--- config.mk ---
export PLATFORM = sky130hd
export DESIGN_NAME = custom_bus_slave_regbank
export DESIGN_NICKNAME = d
export VERILOG_FILES = /design/src/rtl/custom_bus_pkg.sv /design/src/rtl/custom_bus_regfile.sv /design/src/rtl/custom_bus_slave_regbank.sv
export SDC_FILE = /design/constraint.sdc
export NUM_CORES = 1
export LEC_CHECK = 0
export BUFFER_PORTS_ARGS = -buffer_cell sky130_fd_sc_hd__buf_2
export CORE_MARGIN = 1.5
export CORE_UTILIZATION = 60
export CTS_CLUSTER_SIZE = 12
export DETAILED_ROUTE_END_ITERATION = 7
export GPL_ROUTABILITY_DRIVEN = 0
export PLACE_DENSITY = 0.86
export RECOVER_POWER = 50
export SLEW_MARGIN = 20
export SYNTH_ARGS = -nofsm -noshare
export SYNTH_HDL_FRONTEND = slang
export SYNTH_SLANG_ARGS = --single-unit
export TNS_END_PERCENT = 20
--- constraint.sdc ---
create_clock -name clk -period 6.3 [get_ports clk]
set_input_delay 0.315 -clock clk [delete_from_list [all_inputs] [get_ports clk]]
set_output_delay 0.315 -clock clk [all_outputs]
set_load 0.05 [all_outputs]
--- src/rtl/custom_bus_pkg.sv ---
// Shared types for the custom request/ack bus endpoints.
package custom_bus_pkg;

    localparam int ERR_CNT_W = 8;

    typedef enum logic [2:0] {
        IDLE,
        WAIT,
        WR_ACK,
        WR_DATA,
        WR_DATA_ACK,
        WR_DONE,
        RD_RESP,
        RD_DONE
    } state_t;

endpackage

--- src/rtl/custom_bus_regfile.sv ---
// Register bank: synchronous write with enable, combinational read, async clear.
// Addresses at or beyond DEPTH read as zero and ignore writes.
module custom_bus_regfile #(
    parameter int DATA_W = 8,
    parameter int ADDR_W = 4,
    parameter int DEPTH  = 16
) (
    input  logic              clk,
    input  logic              rst,
    input  logic              we_i,
    input  logic [ADDR_W-1:0] waddr_i,
    input  logic [DATA_W-1:0] wdata_i,
    input  logic [ADDR_W-1:0] raddr_i,
    output logic [DATA_W-1:0] rdata_o
);

    logic [DATA_W-1:0] mem_q [DEPTH];

    always_ff @(posedge clk or posedge rst) begin
        if (rst) begin
            for (int i = 0; i < DEPTH; i++) mem_q[i] <= '0;
        end else begin
            for (int i = 0; i < DEPTH; i++) begin
                if (we_i && (waddr_i == ADDR_W'(i))) mem_q[i] <= wdata_i;
            end
        end
    end

    always_comb begin
        rdata_o = '0;
        for (int i = 0; i < DEPTH; i++) begin
            if (raddr_i == ADDR_W'(i)) rdata_o = mem_q[i];
        end
    end

endmodule

--- src/rtl/custom_bus_slave_regbank.sv ---
// Addressed register endpoint for the request/ack bus: WAIT_CYC wait states, then ack
// (+data-ack for writes); holds in DONE until m_done. Out-of-range addresses flag s_err.
module custom_bus_slave_regbank
    import custom_bus_pkg::*;
#(
    parameter int DATA_W   = 8,
    parameter int ADDR_W   = 4,
    parameter int DEPTH    = 16,
    parameter int WAIT_CYC = 0
) (
    input  logic                 clk,
    input  logic                 rst,
    input  logic                 m_req,
    input  logic                 m_r0_w1,
    input  logic [ADDR_W-1:0]    m_addr,
    input  logic [DATA_W-1:0]    m_wr_data,
    input  logic                 m_done,
    output logic [DATA_W-1:0]    m_rd_data,
    output logic                 s_ack,
    output logic                 s_data_ack,
    output logic                 s_err,
    output logic [ERR_CNT_W-1:0] err_cnt
);

    state_t                state_q, state_d;
    logic [7:0]            wait_cnt_q, wait_cnt_d;
    logic [ADDR_W-1:0]     addr_q, addr_d;
    logic                  wr_q, wr_d;
    logic                  oor_q, oor_d;
    logic [ERR_CNT_W-1:0]  err_cnt_q, err_cnt_d;
    logic [DATA_W-1:0]     rd_data_q, rd_data_d;
    logic                  s_ack_q, s_ack_d;
    logic                  s_data_ack_q, s_data_ack_d;
    logic                  s_err_q, s_err_d;
    logic                  reg_we;
    logic [DATA_W-1:0]     reg_rdata;

    custom_bus_regfile #(
        .DATA_W (DATA_W),
        .ADDR_W (ADDR_W),
        .DEPTH  (DEPTH)
    ) u_regfile (
        .clk     (clk),
        .rst     (rst),
        .we_i    (reg_we),
        .waddr_i (addr_q),
        .wdata_i (m_wr_data),
        .raddr_i (addr_d),
        .rdata_o (reg_rdata)
    );

    always_comb begin
        state_d    = state_q;
        wait_cnt_d = wait_cnt_q;
        addr_d     = addr_q;
        wr_d       = wr_q;
        oor_d      = oor_q;
        err_cnt_d  = err_cnt_q;
        reg_we     = 1'b0;
        case (state_q)
            IDLE: begin
                if (m_req) begin
                    addr_d = m_addr;
                    wr_d   = m_r0_w1;
                    oor_d  = int'(m_addr) >= DEPTH;
                    if (WAIT_CYC > 0) begin
                        state_d    = WAIT;
                        wait_cnt_d = 8'(WAIT_CYC - 1);
                    end else begin
                        state_d = m_r0_w1 ? WR_ACK : RD_RESP;
                    end
                end
            end
            WAIT: begin
                if (wait_cnt_q == 8'd0) state_d = wr_q ? WR_ACK : RD_RESP;
                else                    wait_cnt_d = wait_cnt_q - 8'd1;
            end
            WR_ACK:      state_d = WR_DATA;
            WR_DATA: begin
                state_d = WR_DATA_ACK;
                reg_we  = !oor_q;
            end
            WR_DATA_ACK: begin
                state_d = WR_DONE;
                if (oor_q && err_cnt_q != '1) err_cnt_d = err_cnt_q + ERR_CNT_W'(1);
            end
            WR_DONE:     if (m_done) state_d = IDLE;
            RD_RESP: begin
                state_d = RD_DONE;
                if (oor_q && err_cnt_q != '1) err_cnt_d = err_cnt_q + ERR_CNT_W'(1);
            end
            RD_DONE:     if (m_done) state_d = IDLE;
            default:     state_d = IDLE;
        endcase
    end

    // Outputs are registered from the state being entered, so they track state_q exactly.
    always_comb begin
        s_ack_d      = (state_d == WR_ACK) || (state_d == RD_RESP);
        s_data_ack_d = (state_d == WR_DATA_ACK);
        s_err_d      = oor_d && (s_ack_d || s_data_ack_d);
        rd_data_d    = ((state_d == RD_RESP) && !oor_d) ? reg_rdata : '0;
    end

    always_ff @(posedge clk or posedge rst) begin
        if (rst) begin
            state_q      <= IDLE;
            wait_cnt_q   <= '0;
            addr_q       <= '0;
            wr_q         <= 1'b0;
            oor_q        <= 1'b0;
            err_cnt_q    <= '0;
            rd_data_q    <= '0;
            s_ack_q      <= 1'b0;
            s_data_ack_q <= 1'b0;
            s_err_q      <= 1'b0;
        end else begin
            state_q      <= state_d;
            wait_cnt_q   <= wait_cnt_d;
            addr_q       <= addr_d;
            wr_q         <= wr_d;
            oor_q        <= oor_d;
            err_cnt_q    <= err_cnt_d;
            rd_data_q    <= rd_data_d;
            s_ack_q      <= s_ack_d;
            s_data_ack_q <= s_data_ack_d;
            s_err_q      <= s_err_d;
        end
    end

    assign m_rd_data  = rd_data_q;
    assign s_ack      = s_ack_q;
    assign s_data_ack = s_data_ack_q;
    assign s_err      = s_err_q;
    assign err_cnt    = err_cnt_q;

endmodule

# Word-level counts from Yosys, hierarchy flattened
# Index checks and enable logic that the tools add are counted.
# op_classes
reduce_logical	32
addsub	2
mux	28
n_eq_ne	41
bitwise_logic	1
# op_table
op	count
two-way mux 8 bit	17
equality test 4 bit (second input constant)	16
equality test 4 x 3 -> 1 bit (second input constant)	8
one-hot mux 3 bit (7 select lines)	1
logical AND 1 bit	19
equality test 3 bit (second input constant)	6
equality test 4 x 2 -> 1 bit (second input constant)	4
two-way mux 3 bit	5
equality test 3 x 2 -> 1 bit (second input constant)	3
adder 8 x 1 -> 8 bit (second input constant)	1
equality test 4 x 1 -> 1 bit (second input constant)	2
logical NOT 4 bit	2
logical NOT 8 bit	1
two-way mux 4 bit	2
!= test 8 bit (second input constant)	1
subtractor 8 x 1 -> 8 bit (second input constant)	1
AND reduction 2 bit	3
OR reduction 2 bit	2
equality test 3 x 1 -> 1 bit (second input constant)	1
logical NOT 3 bit	1
two-way mux 1 bit	3
logical NOT 1 bit	2
logical OR 1 bit	2
inverter 1 bit	1
# totals
out_inout_bits	19
reg_bits	164
word_cells	130

# Depth between registers and ports, before layout
# depth
word_depth	20
depth_mapped	11
depth_no_buf	8

# Modules after synthesis
# A second synthesis with hierarchy kept.
# unflattened
cells_unflattened	635
hier_area_um2	8003.9
# modules_own_cells
mod	n_inst	area_per_inst_um2	cells_per_inst	seq_area_each_um2
custom_bus_regfile	1	6426.2	505	3203.1
custom_bus_slave_regbank	1	1577.8	130	900.9

# Worst setup path after synthesis
# No wires, ideal clock.
# synth_path
kind	reg-to-reg
start	register state_q[0]
end	register rd_data_q[3], in the netlist m_rd_data[3]
stages_incl_launch_ff	11
arrival_ns	2.444
slack_ns	3.726
setup_ns	0.130
n_path_buf	4
path_cell_list	dfrtp_1 > buf_6 > or4b_1 > buf_6 > buf_12 > mux2_4 > buf_6 > a221oi_2 > nor2_1 > a2111oi_2 > a21oi_1
# synth_between
elab_chain_len	20
word_cells_on_any_way	51
cone_classes	eq/ne: 23; mux: 23; reduce/logical: 5
# synth_rtl
element	line_no	text
start: declaration	custom_bus_slave_regbank.sv:25	state_t state_q, state_d;
start signal: assignment	custom_bus_slave_regbank.sv:118	state_q <= state_d;
logical NOT 3 bit	custom_bus_slave_regbank.sv:60	case (state_q)
two-way mux 4 bit	custom_bus_slave_regbank.sv:60	
logical NOT 4 bit	custom_bus_regfile.sv:32	if (raddr_i == ADDR_W'(i)) rdata_o = mem_q[i];
two-way mux 8 bit (16 in a row)	custom_bus_regfile.sv:32	
two-way mux 8 bit *	custom_bus_slave_regbank.sv:102	rd_data_d = ((state_d == RD_RESP) && !oor_d) ? reg_rdata : '0;
named net rd_data_d[3]	custom_bus_slave_regbank.sv:31	logic [DATA_W-1:0] rd_data_q, rd_data_d;
end signal: assignment	custom_bus_slave_regbank.sv:124	rd_data_q <= rd_data_d;
end: declaration	custom_bus_slave_regbank.sv:31	
# Mark *: on every way through the listed nets, which the timed path passes. The rest lies on a longest branch.
# A chain may end at the register's enable or synchronous reset.

==> flow_summary.json <==
{
  "timing.rr.end": "m_rd_data[4]$_DFF_PP0_",
  "intPower_mw": 2.74,
  "grt_pass1_wl_mm": 32.8,
  "cts_tree": "yes",
  "grt_pass1_vias": 5938,
  "synth_compound_area_frac": 0.0896,
  "p_switching_mw": 1.51,
  "drt_iter0_markers": 769,
  "cts_resized": 0,
  "cp.buffers_inverters": 3,
  "final_cells": 850,
  "ys_warn_count": 0,
  "clkSinkCount": 164,
  "drive_gt1_frac": 0.301,
  "core-area_um2": 12700,
  "grt_usage": 0.311,
  "grt-ovfl-total": 0,
  "hold_path.class": "in -> reg",
  "cts-hold-fix-buffers": 0,
  "via_count": 5882,
  "finalCritPeriodShare": 0.634,
  "skew_ps": 9.63,
  "setup_viol": 0,
  "synth_edf_count": 0,
  "cp_slowest_cell": "clkinvlp_2",
  "fillCellCount": 954,
  "post-route-util": 0.686,
  "ff2ff_path_depth": 7,
  "area_growth_pct": 10.2,
  "rsz0062_at_grt": "false",
  "ant_nets": 0,
  "rows": 41,
  "p_seq_frac": 0.433,
  "drt_pre_antenna_iters": 8,
  "cts_buffers": 17,
  "yosysSeqAreaShare": 0.518,
  "antenna_found_initial": 1,
  "clockRootBuffer": "clkbuf_16",
  "synth_fa_ha_area_frac": 0.00316,
  "synth_mux_area_frac": 0.242,
  "p_leak_nw": 3.81,
  "io_buffers": 35,
  "cap_viol_max_count": 2,
  "die_w_um": 118,
  "crit_path_cell_trace": "buf_2 -> clkinvlp_2 -> clkbuf_2",
  "synth.avg_cell_area_um2": 12.3,
  "end_kind": "asynchronous set/reset pin",
  "avgRoutedWirePerCell_um": 24.4,
  "cts_setup_buffers": 0,
  "finalMaxSlewViolations": 167,
  "powerDensity_nw_per_um2": 488,
  "synth.distinct_cells": 57,
  "layout_common_cells": "dfrtp_1 (164), mux2_2 (143), nor2_1 (27)",
  "clock_path_buffers": 2,
  "relSlewSlack": -1.65,
  "finalNetCount": 684,
  "worstPathArrival_ps": 4210,
  "ys.flop_type": "dfrtp_1",
  "period_needed_ps": 3990,
  "crit_start": "rst",
  "routed_wl_mm": 20.7,
  "synth_area_um2": 7920,
  "path_clk_slew_ps": 60,
  "dpl.cell_count": 818,
  "viasPerCell": 6.92,
  "worst_slew_pin_slew_ps": 3950,
  "critPathMaxFanout": 94,
  "yosys.area_share.xor_xnor": 0.0155,
  "crit_end": "err_cnt[5]$_DFFE_PP0P_",
  "syn_inst": 642,
  "setup_tns_ps": 0,
  "hold_violations": 0,
  "worst-setup-path-type": "in -> async",
  "grt_max_degree": 95,
  "required_ps": 6520,
  "dp_hpwl_mm": 13.8,
  "violations": "DRC, capacitance limit, slew limit",
  "drc": 4,
  "synth_top_family_by_area": "multiplexers",
  "rrSetupSlack_ps": 2910,
  "start_util": 0.622,
  "die_area_um2": 13900,
  "yosys.area_share.simple": 0.104,
  "ys_ff_latch": 164,
  "die_y_um": 118,
  "share_comb_of_total_power": 0.318,
  "htree_levels": 4,
  "worst-path-stages": 3,
  "cpPeakStageDelay_ps": 2180,
  "vdd_drop_max_mv": 0.341,
  "status": "finished with violations",
  "crit_family": "buffers and inverters",
  "power.share.switching": 0.356,
  "syn-num-nets": 661,
  "ios": 36,
  "layout_commonest_cell": "dfrtp_1",
  "max_clock_freq_ghz": 0.250,
  "insertion_delay_ps": 440,
  "async_flop_share": 1.00,
  "cp-start-kind": "primary input",
  "r2r_start": "state_q[0]$_DFF_PP0_",
  "power_frac_clock": 0.249
}
kinds of logic (layout without fill, tap and decap cells):
logic type	count (synthesis)	in the layout
buf+inv	46	81
flops	164	164
other cells	0	1
xor+xnor	14	14
compound gates	106	106
mux	168	168
simple gates	142	142
fa+ha+maj	2	2
registers in the layout, summed over array words and instances (netlist names):
| register | count |
|---|---|
| s_ack | 1 |
| m_rd_data | 8 |
| err_cnt | 8 |
| state_q | 3 |
| s_data_ack | 1 |
| addr_q | 4 |
| oor_q | 1 |
| s_err | 1 |
| wr_q | 1 |
| u_regfile.mem_q | 128 |
| wait_cnt_q | 8 |
metal layers:
layer  wire [um]  GRT usage  vias up
met3        1940     0.0751       77
met2        9860      0.492      389
met5           0          0        -
met1        8030      0.404     2973
li1            -          -     2443
met4         880      0.151        0
cells in the mapped netlist, drive strengths merged, types with 2 or more instances:
library cell / instances / area (um^2)
o221ai: 3 / 26.3
nand3: 10 / 50.1
o31ai: 3 / 22.5
o211ai: 2 / 15.0
nor2b: 4 / 25.0
inv: 13 / 48.8
a2111oi: 2 / 23.8
a31oi: 5 / 31.3
a21oi: 25 / 125
a221oi: 7 / 67.6
dfrtp: 164 / 4100
nor4bb: 10 / 100
nand2: 25 / 93.8
clkbuf: 24 / 90.1
ha: 2 / 25.0
nor3: 8 / 40.0
nor4: 6 / 37.5
mux4: 2 / 45.0
a21boi: 3 / 22.5
o21ai: 19 / 95.1
nor4b: 2 / 17.5
or3: 3 / 18.8
nand4b: 9 / 78.8
a22oi: 13 / 97.6
nand4: 7 / 43.8
a222oi: 5 / 50.1
buf: 9 / 81.3
and2: 2 / 12.5
or2: 3 / 18.8
nand2b: 9 / 56.3
mux2: 144 / 1630
nand3b: 2 / 15.0
xnor2: 7 / 61.3
o22ai: 12 / 75.1
xor2: 7 / 61.3
mux2i: 22 / 244
nor3b: 10 / 75.1
nor2: 27 / 101
and3: 4 / 25.0
stage by stage:
stage / power, mW / worst slack, ps / hold WS (ps) / instance area [um^2]
final: 4.25 / 2310 / 146 / 8720
after global routing: 4.42 / 1380 / 148 / 8720
after CTS: 4.22 / 2890 / 73.4 / 8750
after detailed placement: 3.15 / 3010 / 482 / 8150
after global placement: 3.05 / 3070 / 457 / 8150
after floorplan: 2.74 / 1550 / 443 / 7920
area by class of cell:
cell class	instances	area (um^2)	area share
clock inverters	11	150	0.0172
repair buffers	37	164	0.0188
clock buffers	20	447	0.0512
well taps	172	215	0.0247
inverters	13	50.0	0.00574
multi-input cells	432	3590	0.412
flip-flops and latches	164	4100	0.470
diodes	1	2.50	0.000287
worst min-delay path by stage:
stage / start / end / cells past startpoint
finish: m_r0_w1 / wr_q$_DFFE_PP0P_ / 2
global route: m_r0_w1 / wr_q$_DFFE_PP0P_ / 2
CTS: rst / u_regfile.mem_q[0]$_DFFE_PP0P_ / 2
detailed placement: wait_cnt_q[5]$_DFFE_PP0P_ / wait_cnt_q[5]$_DFFE_PP0P_ / 1
global placement: wait_cnt_q[5]$_DFFE_PP0P_ / wait_cnt_q[5]$_DFFE_PP0P_ / 1
floorplan: wait_cnt_q[7]$_DFFE_PP0P_ / wait_cnt_q[7]$_DFFE_PP0P_ / 1
power by group through the flow:
stage / clock network (mW) / logic (mW) / registers [mW]
final: 1.06 / 1.35 / 1.84
after global routing: 1.10 / 1.44 / 1.88
after CTS: 1.06 / 1.33 / 1.82
after detailed placement: 0 / 1.32 / 1.83
after global placement: 0 / 1.26 / 1.80
after floorplan: 0 / 1.02 / 1.72
No activity file was read; power rests on OpenSTA's default activity.
